===== config.mk =====
export PLATFORM = sky130hd
export DESIGN_NAME = gbc_vram_arbiter
export DESIGN_NICKNAME = d
export VERILOG_FILES = /design/src/rtl/gbc_vram_arbiter.sv
export SDC_FILE = /design/constraint.sdc
export NUM_CORES = 1
export LEC_CHECK = 0
export BUFFER_PORTS_ARGS = -buffer_cell sky130_fd_sc_hd__buf_2
export CORE_UTILIZATION = 37
export CTS_CLUSTER_DIAMETER = 80
export CTS_CLUSTER_SIZE = 30
export DETAILED_ROUTE_END_ITERATION = 12
export MAX_ROUTING_LAYER = met4
export PLACE_DENSITY = 0.77
export SLEW_MARGIN = 15
export SYNTH_ARGS = -nofsm -noshare
export SYNTH_HDL_FRONTEND = slang
export SYNTH_SLANG_ARGS = --single-unit
export TNS_END_PERCENT = 30

===== constraint.sdc =====
create_clock -name Clk -period 1.4 [get_ports Clk]
set_input_delay 0.07 -clock Clk [delete_from_list [all_inputs] [get_ports Clk]]
set_output_delay 0.07 -clock Clk [all_outputs]
set_load 0.01 [all_outputs]

===== src/rtl/gbc_vram_arbiter.sv =====
// Shares GBC VRAM/OAM block RAMs between the CPU bus and the PPU, with mode-based CPU lockout.
// Owns the VBK bank register. All state advances only on the console clock-enable.
module gbc_vram_arbiter #(
  parameter int unsigned OamBytes = 160
) (
  input  logic        Clk,
  input  logic        ResetN,
  input  logic        ClkEn,
  input  logic        CgbMode,
  input  logic [1:0]  PpuMode,
  input  logic        CpuReq,
  input  logic        CpuWrite,
  input  logic [15:0] CpuAddr,
  input  logic [7:0]  CpuDataIn,
  output logic        CpuAck,
  output logic [7:0]  CpuDataOut,
  input  logic        PpuVramReq,
  input  logic [13:0] PpuVramAddr,
  input  logic        PpuOamReq,
  input  logic [7:0]  PpuOamAddr,
  output logic        PpuValid,
  output logic [7:0]  PpuData,
  output logic [13:0] VramAddr,
  output logic        VramRead,
  output logic        VramWrite,
  output logic [7:0]  VramWData,
  input  logic [7:0]  VramRData,
  output logic [7:0]  OamAddr,
  output logic        OamRead,
  output logic        OamWrite,
  output logic [7:0]  OamWData,
  input  logic [7:0]  OamRData,
  output logic        Bank
);

  localparam int unsigned OAM_LIM = OamBytes;

  typedef enum logic [1:0] {S_IDLE, S_RESP, S_DONE} state_e;
  typedef enum logic [1:0] {K_FF, K_VRAM, K_OAM, K_VBK} kind_e;

  state_e      state_q, state_d;
  kind_e       kind_q, kind_d;
  logic        ack_q, ack_d;
  logic [7:0]  dout_q, dout_d;
  logic        bank_q, bank_d;
  logic        ppu_pend_q, ppu_pend_d;
  logic        ppu_sel_oam_q, ppu_sel_oam_d;
  logic        ppu_valid_q, ppu_valid_d;
  logic [7:0]  ppu_data_q, ppu_data_d;

  logic live, cpu_vram, cpu_oam, cpu_vbk, ppu_oam, conflict, vram_ok, oam_ok;

  // Address decode and lockout, evaluated every cycle but only acted on at acceptance.
  always_comb begin
    live     = ClkEn & ResetN;
    cpu_vram = (CpuAddr[15:13] == 3'b100);
    cpu_oam  = (CpuAddr[15:8] == 8'hFE);
    cpu_vbk  = (CpuAddr == 16'hFF4F);
    ppu_oam  = PpuOamReq & ~PpuVramReq;
    conflict = (cpu_vram & PpuVramReq) | (cpu_oam & ppu_oam);
    vram_ok  = cpu_vram & (PpuMode != 2'd3);
    oam_ok   = cpu_oam & ~PpuMode[1] & (32'(CpuAddr[7:0]) < OAM_LIM);
  end

  always_comb begin
    state_d       = state_q;
    kind_d        = kind_q;
    ack_d         = ack_q;
    dout_d        = dout_q;
    bank_d        = bank_q;
    ppu_pend_d    = ppu_pend_q;
    ppu_sel_oam_d = ppu_sel_oam_q;
    ppu_valid_d   = ppu_valid_q;
    ppu_data_d    = ppu_data_q;
    VramAddr      = 14'd0;
    VramRead      = 1'b0;
    VramWrite     = 1'b0;
    VramWData     = 8'd0;
    OamAddr       = 8'd0;
    OamRead       = 1'b0;
    OamWrite      = 1'b0;
    OamWData      = 8'd0;

    if (live) begin
      // PPU: strobe now, data one enabled cycle later.
      ppu_valid_d   = ppu_pend_q;
      if (ppu_pend_q) begin
        ppu_data_d = ppu_sel_oam_q ? OamRData : VramRData;
      end
      ppu_pend_d    = PpuVramReq | PpuOamReq;
      ppu_sel_oam_d = ~PpuVramReq;
      if (PpuVramReq) begin
        VramAddr = PpuVramAddr;
        VramRead = 1'b1;
      end else if (PpuOamReq) begin
        OamAddr = PpuOamAddr;
        OamRead = 1'b1;
      end

      case (state_q)
        S_IDLE: begin
          if (CpuReq && !conflict) begin
            state_d = S_RESP;
            kind_d  = K_FF;
            if (vram_ok) begin
              VramAddr  = {bank_q & CgbMode, CpuAddr[12:0]};
              VramRead  = ~CpuWrite;
              VramWrite = CpuWrite;
              VramWData = CpuWrite ? CpuDataIn : 8'd0;
            end
            if (oam_ok) begin
              OamAddr  = CpuAddr[7:0];
              OamRead  = ~CpuWrite;
              OamWrite = CpuWrite;
              OamWData = CpuWrite ? CpuDataIn : 8'd0;
            end
            if (CpuWrite) begin
              if (cpu_vbk && CgbMode) begin
                bank_d = CpuDataIn[0];
              end
            end else if (vram_ok) begin
              kind_d = K_VRAM;
            end else if (oam_ok) begin
              kind_d = K_OAM;
            end else if (cpu_vbk) begin
              kind_d = K_VBK;
            end
          end
        end
        S_RESP: begin
          ack_d   = 1'b1;
          state_d = S_DONE;
          case (kind_q)
            K_VRAM:  dout_d = VramRData;
            K_OAM:   dout_d = OamRData;
            K_VBK:   dout_d = {7'h7F, bank_q};
            default: dout_d = 8'hFF;
          endcase
        end
        S_DONE: begin
          ack_d = 1'b0;
          if (!CpuReq) begin
            state_d = S_IDLE;
          end
        end
        default: state_d = S_IDLE;
      endcase
    end
  end

  always_ff @(posedge Clk or negedge ResetN) begin
    if (!ResetN) begin
      state_q       <= S_IDLE;
      kind_q        <= K_FF;
      ack_q         <= 1'b0;
      dout_q        <= 8'd0;
      bank_q        <= 1'b0;
      ppu_pend_q    <= 1'b0;
      ppu_sel_oam_q <= 1'b0;
      ppu_valid_q   <= 1'b0;
      ppu_data_q    <= 8'd0;
    end else begin
      state_q       <= state_d;
      kind_q        <= kind_d;
      ack_q         <= ack_d;
      dout_q        <= dout_d;
      bank_q        <= bank_d;
      ppu_pend_q    <= ppu_pend_d;
      ppu_sel_oam_q <= ppu_sel_oam_d;
      ppu_valid_q   <= ppu_valid_d;
      ppu_data_q    <= ppu_data_d;
    end
  end

  assign CpuAck     = ack_q;
  assign CpuDataOut = dout_q;
  assign PpuValid   = ppu_valid_q;
  assign PpuData    = ppu_data_q;
  assign Bank       = bank_q;

endmodule

# After elaboration in Yosys (flattened, before gate mapping)

Cells that the tools add are included.

Order comparisons: 1
Equality and inequality tests: 11
Mux-type cells: 49
Bitwise gates (word level): 13
Reduce and logical (&&, ||, !) cells: 11

Operator list:

| cell                                                                   | number |
|---|---|
| 8-bit 2-to-1 mux                                                       | 16 |
| 14-bit 2-to-1 mux                                                      | 5 |
| 8-bit one-hot mux with 3 select lines                                  | 1 |
| 1-bit 2-to-1 mux                                                       | 19 |
| 16-bit equality test (second input constant)                           | 1 |
| 2-bit 2-to-1 mux                                                       | 6 |
| 1-bit bitwise AND                                                      | 8 |
| 8-bit equality test (second input constant)                            | 1 |
| 8-bit less-than comparator (second input constant)                     | 1 |
| 2-bit equality test (second input constant)                            | 3 |
| 2-bit inequality test (second input constant)                          | 3 |
| 2-bit one-hot mux with 3 select lines                                  | 1 |
| 2-bit AND reduction                                                    | 3 |
| 3-bit AND reduction                                                    | 2 |
| 5-bit AND reduction                                                    | 1 |
| 2-bit by 1-bit equality test with 1-bit output (second input constant) | 2 |
| 3-bit equality test (second input constant)                            | 1 |
| 1-bit inverter                                                         | 3 |
| 1-bit logical AND                                                      | 2 |
| 2-bit zero test                                                        | 1 |
| 1-bit bitwise OR                                                       | 2 |
| 1-bit one-hot mux with 2 select lines                                  | 1 |
| 2-bit nonzero test                                                     | 1 |
| 1-bit zero test                                                        | 1 |

Bits in registers: 25
Input port bits: 72
Output and inout bits: 61
Word-level logic and storage cells: 94

# Longest topological paths before layout

Gate-level depths: netlist (run 1).

Word-level depth: 9
Gate-level depth with buffers: 6
Depth with buffers taken out: 6

# Worst setup path after synthesis (run 1)

No wires, ideal clock.

Path kind: reg2out
Start point: reg state_q[1]
End point: out OamAddr[6]
Data arrival time: 1502 ps
Required time: 1330 ps
Path slack: -172 ps
Stages on the path, launching flop included: 7
Buffers on the path: 1
Cells stage by stage: dfrtp_1 > inv_1 > ha_1 > and3b_1 > nand3_2 > buf_6 > o21ai_1

Longest elaborated chain between the ends: 3

RTL lines:

| item                   | RTL line | source |
|---|---|---|
| from (decl)            | 41       | `state_e state_q, state_d;` |
| from (signal assigned) | 163      | `state_q <= state_d;` |
| 2-bit zero test        | 100      | `case (state_q)` |
| 8-bit 2-to-1 mux       | 100      |  |
| 8-bit 2-to-1 mux       | 84       | `if (live) begin` |
| to (decl)              | 28       | `output logic [7:0] OamAddr,` |

Every way passes these cells.

# Final worst setup path (run 1)

Start point: reg state_q[1]
End point: out VramAddr[0]

Longest elaborated chain between the ends: 3

RTL lines:

| item              | RTL line | source |
|---|---|---|
| 2-bit zero test   | 100      |  |
| 14-bit 2-to-1 mux | 100      |  |
| 14-bit 2-to-1 mux | 84       |  |
| to (decl)         | 23       | `output logic [13:0] VramAddr,` |

Every way passes these cells.

==> results of run 1 <==
layout make-up:
cell class / count / share of cell area, %
repair buffers: 167 / 32.5
well taps: 67 / 2.75
clock buffers: 4 / 1.48
multi-input cells: 199 / 42.3
inverters: 4 / 0.492
flip-flops and latches: 25 / 20.5
power groups by stage:
stage	registers [mW]	clock network [mW]	logic, mW
3_5_place_dp	1.12	0	1.24
4_1_cts	1.10	0.418	1.33
5_1_grt	1.12	0.453	1.55
6_report	1.10	0.409	1.39
2_1_floorplan	1.21	0	0.532
3_3_place_gp	1.10	0	1.20
synth_stat cells, types with 2 or more instances:
master	count	area (um^2)
dfrtp_1	25	626
nor2_1	20	75.1
buf_4	3	22.5
nand2_1	62	233
nor3_1	2	10.0
o22ai_1	7	43.8
nand3_1	17	85.1
nand4b_1	3	26.3
ha_1	4	50.1
clkbuf_1	10	37.5
o21ai_1	21	105
o31ai_1	2	15.0
mux2i_1	10	100
nand2b_1	4	25.0
o21ai_0	23	115
inv_1	4	15.0
a21oi_1	3	15.0
nand3_2	2	20.0
o41ai_1	2	17.5
sequential cells by signal (all words and copies together) (netlist names):
name           flops
CpuAck             1
ppu_sel_oam_q      1
ppu_pend_q         1
CpuDataOut         8
kind_q             2
Bank               1
PpuData            8
PpuValid           1
state_q            2
worst reg2reg max path, cell delays in order (launching register included):
cell and delay (ns):
dfrtp_1 0.39, inv_2 0.08, ha_4 0.13, buf_4 0.09, buf_4 0.13, nand2_1 0.07, and4bb_2 0.28, nand4_1 0.11
mux2_1 0.32
kinds of logic (layout without fill, tap and decap cells):
kind of cell               after synthesis  after routing  share of synthesized area (%)
DFF                                     25             25                           34.4
adders and majority gates                4              4                           2.75
buffers and inverters                   20            175                           5.23
and+or+nand+nor                        123            123                           32.7
muxes                                   11             11                           6.12
AOI/OAI and AO/OA                       61             61                           18.8
metal layers:
layer / routed length [um] / vias up
met5: 0 / -
met4: 47 / 0
met1: 2660 / 1136
li1: - / 1169
met2: 3260 / 99
met3: 422 / 6
through the flow:
step	setup TNS, ns	instances	instance area, um^2
after detailed placement	-3.17	456	2790
after CTS	-14.57	465	2960
after global placement	-1.89	456	2790
after global routing	-19.01	466	3050
after floorplan	-1.01	244	1890
final	-14.70	466	3050
what timing repair did:
item,CTS,global route
endpoints found under the hold margin,25,0
endpoints found under the setup margin,47,53
resized for setup,15,24
hold buffers,1,0
buffers inserted,3,1
cloned,1,0
pin swaps,22,6
path summary, 6_finish.rpt:
kind                       slack, ns             to         start
max                            -0.41    VramAddr[0]    state_q[1]
max reg2reg                    -0.32           Bank    state_q[1]
max in group asynchronous       0.75  CpuDataOut[2]        ResetN
min reg2reg                     0.48       PpuValid      PpuValid
min in group asynchronous       0.41      kind_q[0]        ResetN
min                             0.06           Bank  CpuDataIn[0]
==> impl_metrics.json, run 1 <==
{
  "core-area_um2": 4720,
  "ctsHtreeMaxLevel": 1,
  "relSlewSlack_pct": 68.3,
  "drtAntennaViolNets": 0,
  "powerDensity_nw_per_um2": 952,
  "area_growth_pct": 67.6,
  "timing.critical_path.required_ns": 1.33,
  "routabilityCongestion": 0.861,
  "clk_pin_slew_ns": 0.08,
  "pre_cts_ws_ns": -0.118,
  "vias": 2410,
  "ys_seq_area_share_pct": 34.4,
  "grt_pass1_vias": 2134,
  "root_buffer": "clkbuf_8",
  "final.setup.worst_slack_ns": -0.407,
  "drc": 0,
  "rows": 25,
  "netlist_area_um2": 1820,
  "worst-path-buf-inv": 3,
  "syn_inst": 244,
  "top_usage_layer": "met2",
  "final_cell_mix": "buf_2, nand2_1, buf_4, dfrtp_1, o21ai_0",
  "syn-num-nets": 320,
  "p_leak_nw": 1.55,
  "num_io_pins": 133,
  "clock-sinks": 25,
  "vias_per_cell": 5.17,
  "worstMarginPinSlew_ns": 0.474,
  "whs_path_depth": 2,
  "cts_buffers": 3,
  "fin_crit_sh_pct": 129,
  "p_total_mw": 2.90,
  "irDropWorstVdd_uv": 439,
  "grt_max_degree": 29,
  "holdWs_ns": 0.0592,
  "cts_tree": "yes",
  "min_period_ns": 1.81,
  "diodes": 0,
  "p_seq_share_pct": 37.9,
  "path_cells": "inv_2, ha_4, and3b_2, nand3_4, buf_16, o21ai_2, buf_2",
  "async_flop_share_pct": 100,
  "rsz0062_at_grt": "true",
  "outcome": "finished with violations",
  "synth_edf_count": 0,
  "violations": "setup timing",
  "grt.met2_usage_pct": 43.0,
  "ff2ff_path_depth": 8,
  "hold_path.class": "in2reg",
  "grt_pass1_wl_mm": 9.65,
  "crit_cells": 7,
  "clk_latency_ns": 0.26,
  "grt_util_all_layers_pct": 24.0,
  "start_kind": "flop",
  "die_h_um": 72.1,
  "combPwrFrac_pct": 48.0,
  "cpPeakStageDelay_ns": 0.39,
  "p_clk_share_pct": 14.1,
  "fmax_mhz": 554,
  "synth_cell_types": 39,
  "end_kind": "output port",
  "wire_per_inst_um": 13.7,
  "setup_viol": 44,
  "antenna_found_initial": 0,
  "synth_seq_cells": 25,
  "crit_family": "buffers and inverters",
  "met3_usage_pct": 3.33,
  "multi_input_area_um2": 1290,
  "fp.dieW_um": 72.1,
  "fill_cells": 409,
  "start_util_pct": 38.5,
  "internal_power_mw": 1.84,
  "grt_use_met1_pct": 29.1,
  "switching_share_pct": 36.5,
  "routed_wl_mm": 6.39,
  "port_buffers": 132,
  "crit_slowest_cell": "dfrtp_1",
  "fp.dieArea_um2": 5200,
  "yosysWarnings": 0,
  "synth_ff_type": "dfrtp_1",
  "first_pass_iters": 4,
  "dp_hpwl_mm": 4.95,
  "drive_above_1_share_pct": 54.4,
  "power_switching_mw": 1.06,
  "maxCapViolCount": 0,
  "critPathKind": "reg2out",
  "synth_area_per_cell_um2": 7.46,
  "cp.arrival_ns": 1.74,
  "grt-ovfl-total": 0,
  "layout.nets": 476,
  "crit_path_max_fanout": 6,
  "seq_area_um2": 626,
  "maxSlewViolCount": 0,
  "layout_commonest_cell": "buf_2",
  "hold_viol": 0,
  "fin_util_pct": 64.6,
  "skew_ns": 0.00522,
  "clockBufferDepth": 2,
  "first_iter_violations": 111
}
Note: power is estimated with default switching activity, not from simulation.
==> run 2, diff against run 1 <==
--- a/config.mk
+++ b/config.mk
@@ -11,7 +11,7 @@
 export CTS_CLUSTER_SIZE = 30
 export DETAILED_ROUTE_END_ITERATION = 12
 export MAX_ROUTING_LAYER = met4
-export PLACE_DENSITY = 0.77
+export PLACE_DENSITY_LB_ADDON = 0.15
 export SLEW_MARGIN = 15
 export SYNTH_ARGS = -nofsm -noshare
 export SYNTH_HDL_FRONTEND = slang
==> impl_metrics.json, run 2 (synthesized netlist as in run 1, its figures left out) <==
{
  "outcome": "finished with violations",
  "violations": "setup timing",
  "rsz0062_at_grt": "true",
  "p_leak_nw": 1.56,
  "placed_area_um2": 2840,
  "min_period_ns": 1.82,
  "grt_pass1_vias": 2103,
  "grt_util_all_layers_pct": 24.2,
  "fin_util_pct": 64.5,
  "clk_pin_slew_ns": 0.09,
  "whs_path_depth": 2,
  "worstSetupStartpoint": "state_q[1]",
  "ff2ff_path_depth": 7,
  "cp.arrival_ns": 1.75,
  "core-area_um2": 4720,
  "stdcell_area_um2": 3050,
  "p_total_mw": 2.87,
  "start_util_pct": 38.5,
  "r2r_start": "state_q[1]",
  "vias_per_cell": 4.95,
  "worstMarginPinSlew_ns": 0.493,
  "wire_per_inst_um": 13.1,
  "fin_crit_sh_pct": 130,
  "rows": 25,
  "fp.dieArea_um2": 5200,
  "hold_viol": 0,
  "routed_wl_mm": 6.18,
  "grt-ovfl-total": 0,
  "reg2reg_slack_ns": -0.16,
  "cts_buffers": 3,
  "die_h_um": 72.1,
  "final_cell_mix": "buf_2, nand2_1, buf_4, dfrtp_1, o21ai_0",
  "drc": 0,
  "start_kind": "flop",
  "grt_max_degree": 25,
  "crit_path_max_fanout": 18,
  "critPathKind": "reg2out",
  "drtAntennaViolNets": 0,
  "hold_end": "Bank",
  "num_io_pins": 133,
  "irDropWorstVdd_uv": 442,
  "root_buffer": "clkbuf_8",
  "layout.nets": 480,
  "fp.dieW_um": 72.1,
  "end_kind": "output port",
  "timing.critical_path.required_ns": 1.33,
  "dp_hpwl_mm": 4.89,
  "setup_viol": 44,
  "port_buffers": 132,
  "first_pass_iters": 5,
  "antenna_found_initial": 0,
  "worstHoldStart": "CpuDataIn[0]",
  "first_iter_violations": 78,
  "relSlewSlack_pct": 67.1,
  "holdWs_ns": 0.0398,
  "cts_tree": "yes",
  "maxCapViolCount": 0,
  "routabilityCongestion": 0.848,
  "clockBufferDepth": 2,
  "area_growth_pct": 67.4,
  "grt_pass1_wl_mm": 9.67,
  "skew_ns": 0.00812,
  "diodes": 0,
  "clk_latency_ns": 0.27,
  "powerDensity_nw_per_um2": 942,
  "fin_setup_tns_ns": -14.88,
  "vias": 2328,
  "fmax_mhz": 549,
  "drive_above_1_share_pct": 51.9,
  "clock-sinks": 25,
  "layout_commonest_cell": "buf_2",
  "r2r_end": "Bank",
  "maxSlewViolCount": 0,
  "final.setup.worst_slack_ns": -0.422,
  "hold_path.class": "in2reg",
  "fill_cells": 433,
  "ctsHtreeMaxLevel": 1
}
[run 2: per-layer routing]
metal	vias up	global-route usage (%)	share of wire (%)
met5	-	-	0
met4	0	5.45	0.70
met3	4	2.50	6.1
met2	92	41.6	51
met1	1053	30.6	42
li1	1179	-	-
[run 2: repair_timing]
item                                   4_1_cts  5_1_grt
buffers inserted                             2        0
endpoints found under the hold margin       25        0
pin swaps                                   13       13
gates cloned                                 1        0
setup endpoints to repair                   44       49
hold buffers                                 1        0
resized for setup                           12       13
[run 2: worst max-delay path, stage by stage, from the launching register on]
cell and delay, ns:
dfrtp_1 0.39, inv_2 0.08, ha_4 0.13, and3b_2 0.25
nand3_2 0.12, buf_12 0.18, o31ai_2 0.17, buf_2 0.17
[run 2: worst max path at each step]
stage	end	cells past startpoint
floorplan	Bank	6
global placement	VramAddr[5]	7
detailed placement	Bank	6
CTS	OamRead	7
global route	VramAddr[7]	7
finish	OamRead	7
[run 2: metrics by stage]
step | setup WS, ns | instances
3_3_place_gp | -0.144 | 462
4_1_cts | -0.429 | 470
6_report | -0.422 | 470
5_1_grt | -0.511 | 470
2_1_floorplan | -0.0647 | 244
3_5_place_dp | -0.206 | 462
[run 2: cell type report]
type                       instances  area (um^2)  share of cell area [%]
clock inverter                     1         5.00                   0.164
tap                               67         83.8                    2.75
timing repair buffer             171         1030                    33.7
multi-input combinational        199         1250                    41.0
sequential                        25          626                    20.5
inverter                           4         15.0                   0.493
clock buffer                       3         41.3                    1.36
[run 2: report_power, final]
part	internal, mW	leakage (nW)	total (mW)	switching [mW]
combinational	0.668	1.22	1.35	0.683
clock	0.199	0.0255	0.426	0.228
sequential	0.961	0.309	1.09	0.130
total	1.83	1.56	2.87	1.04
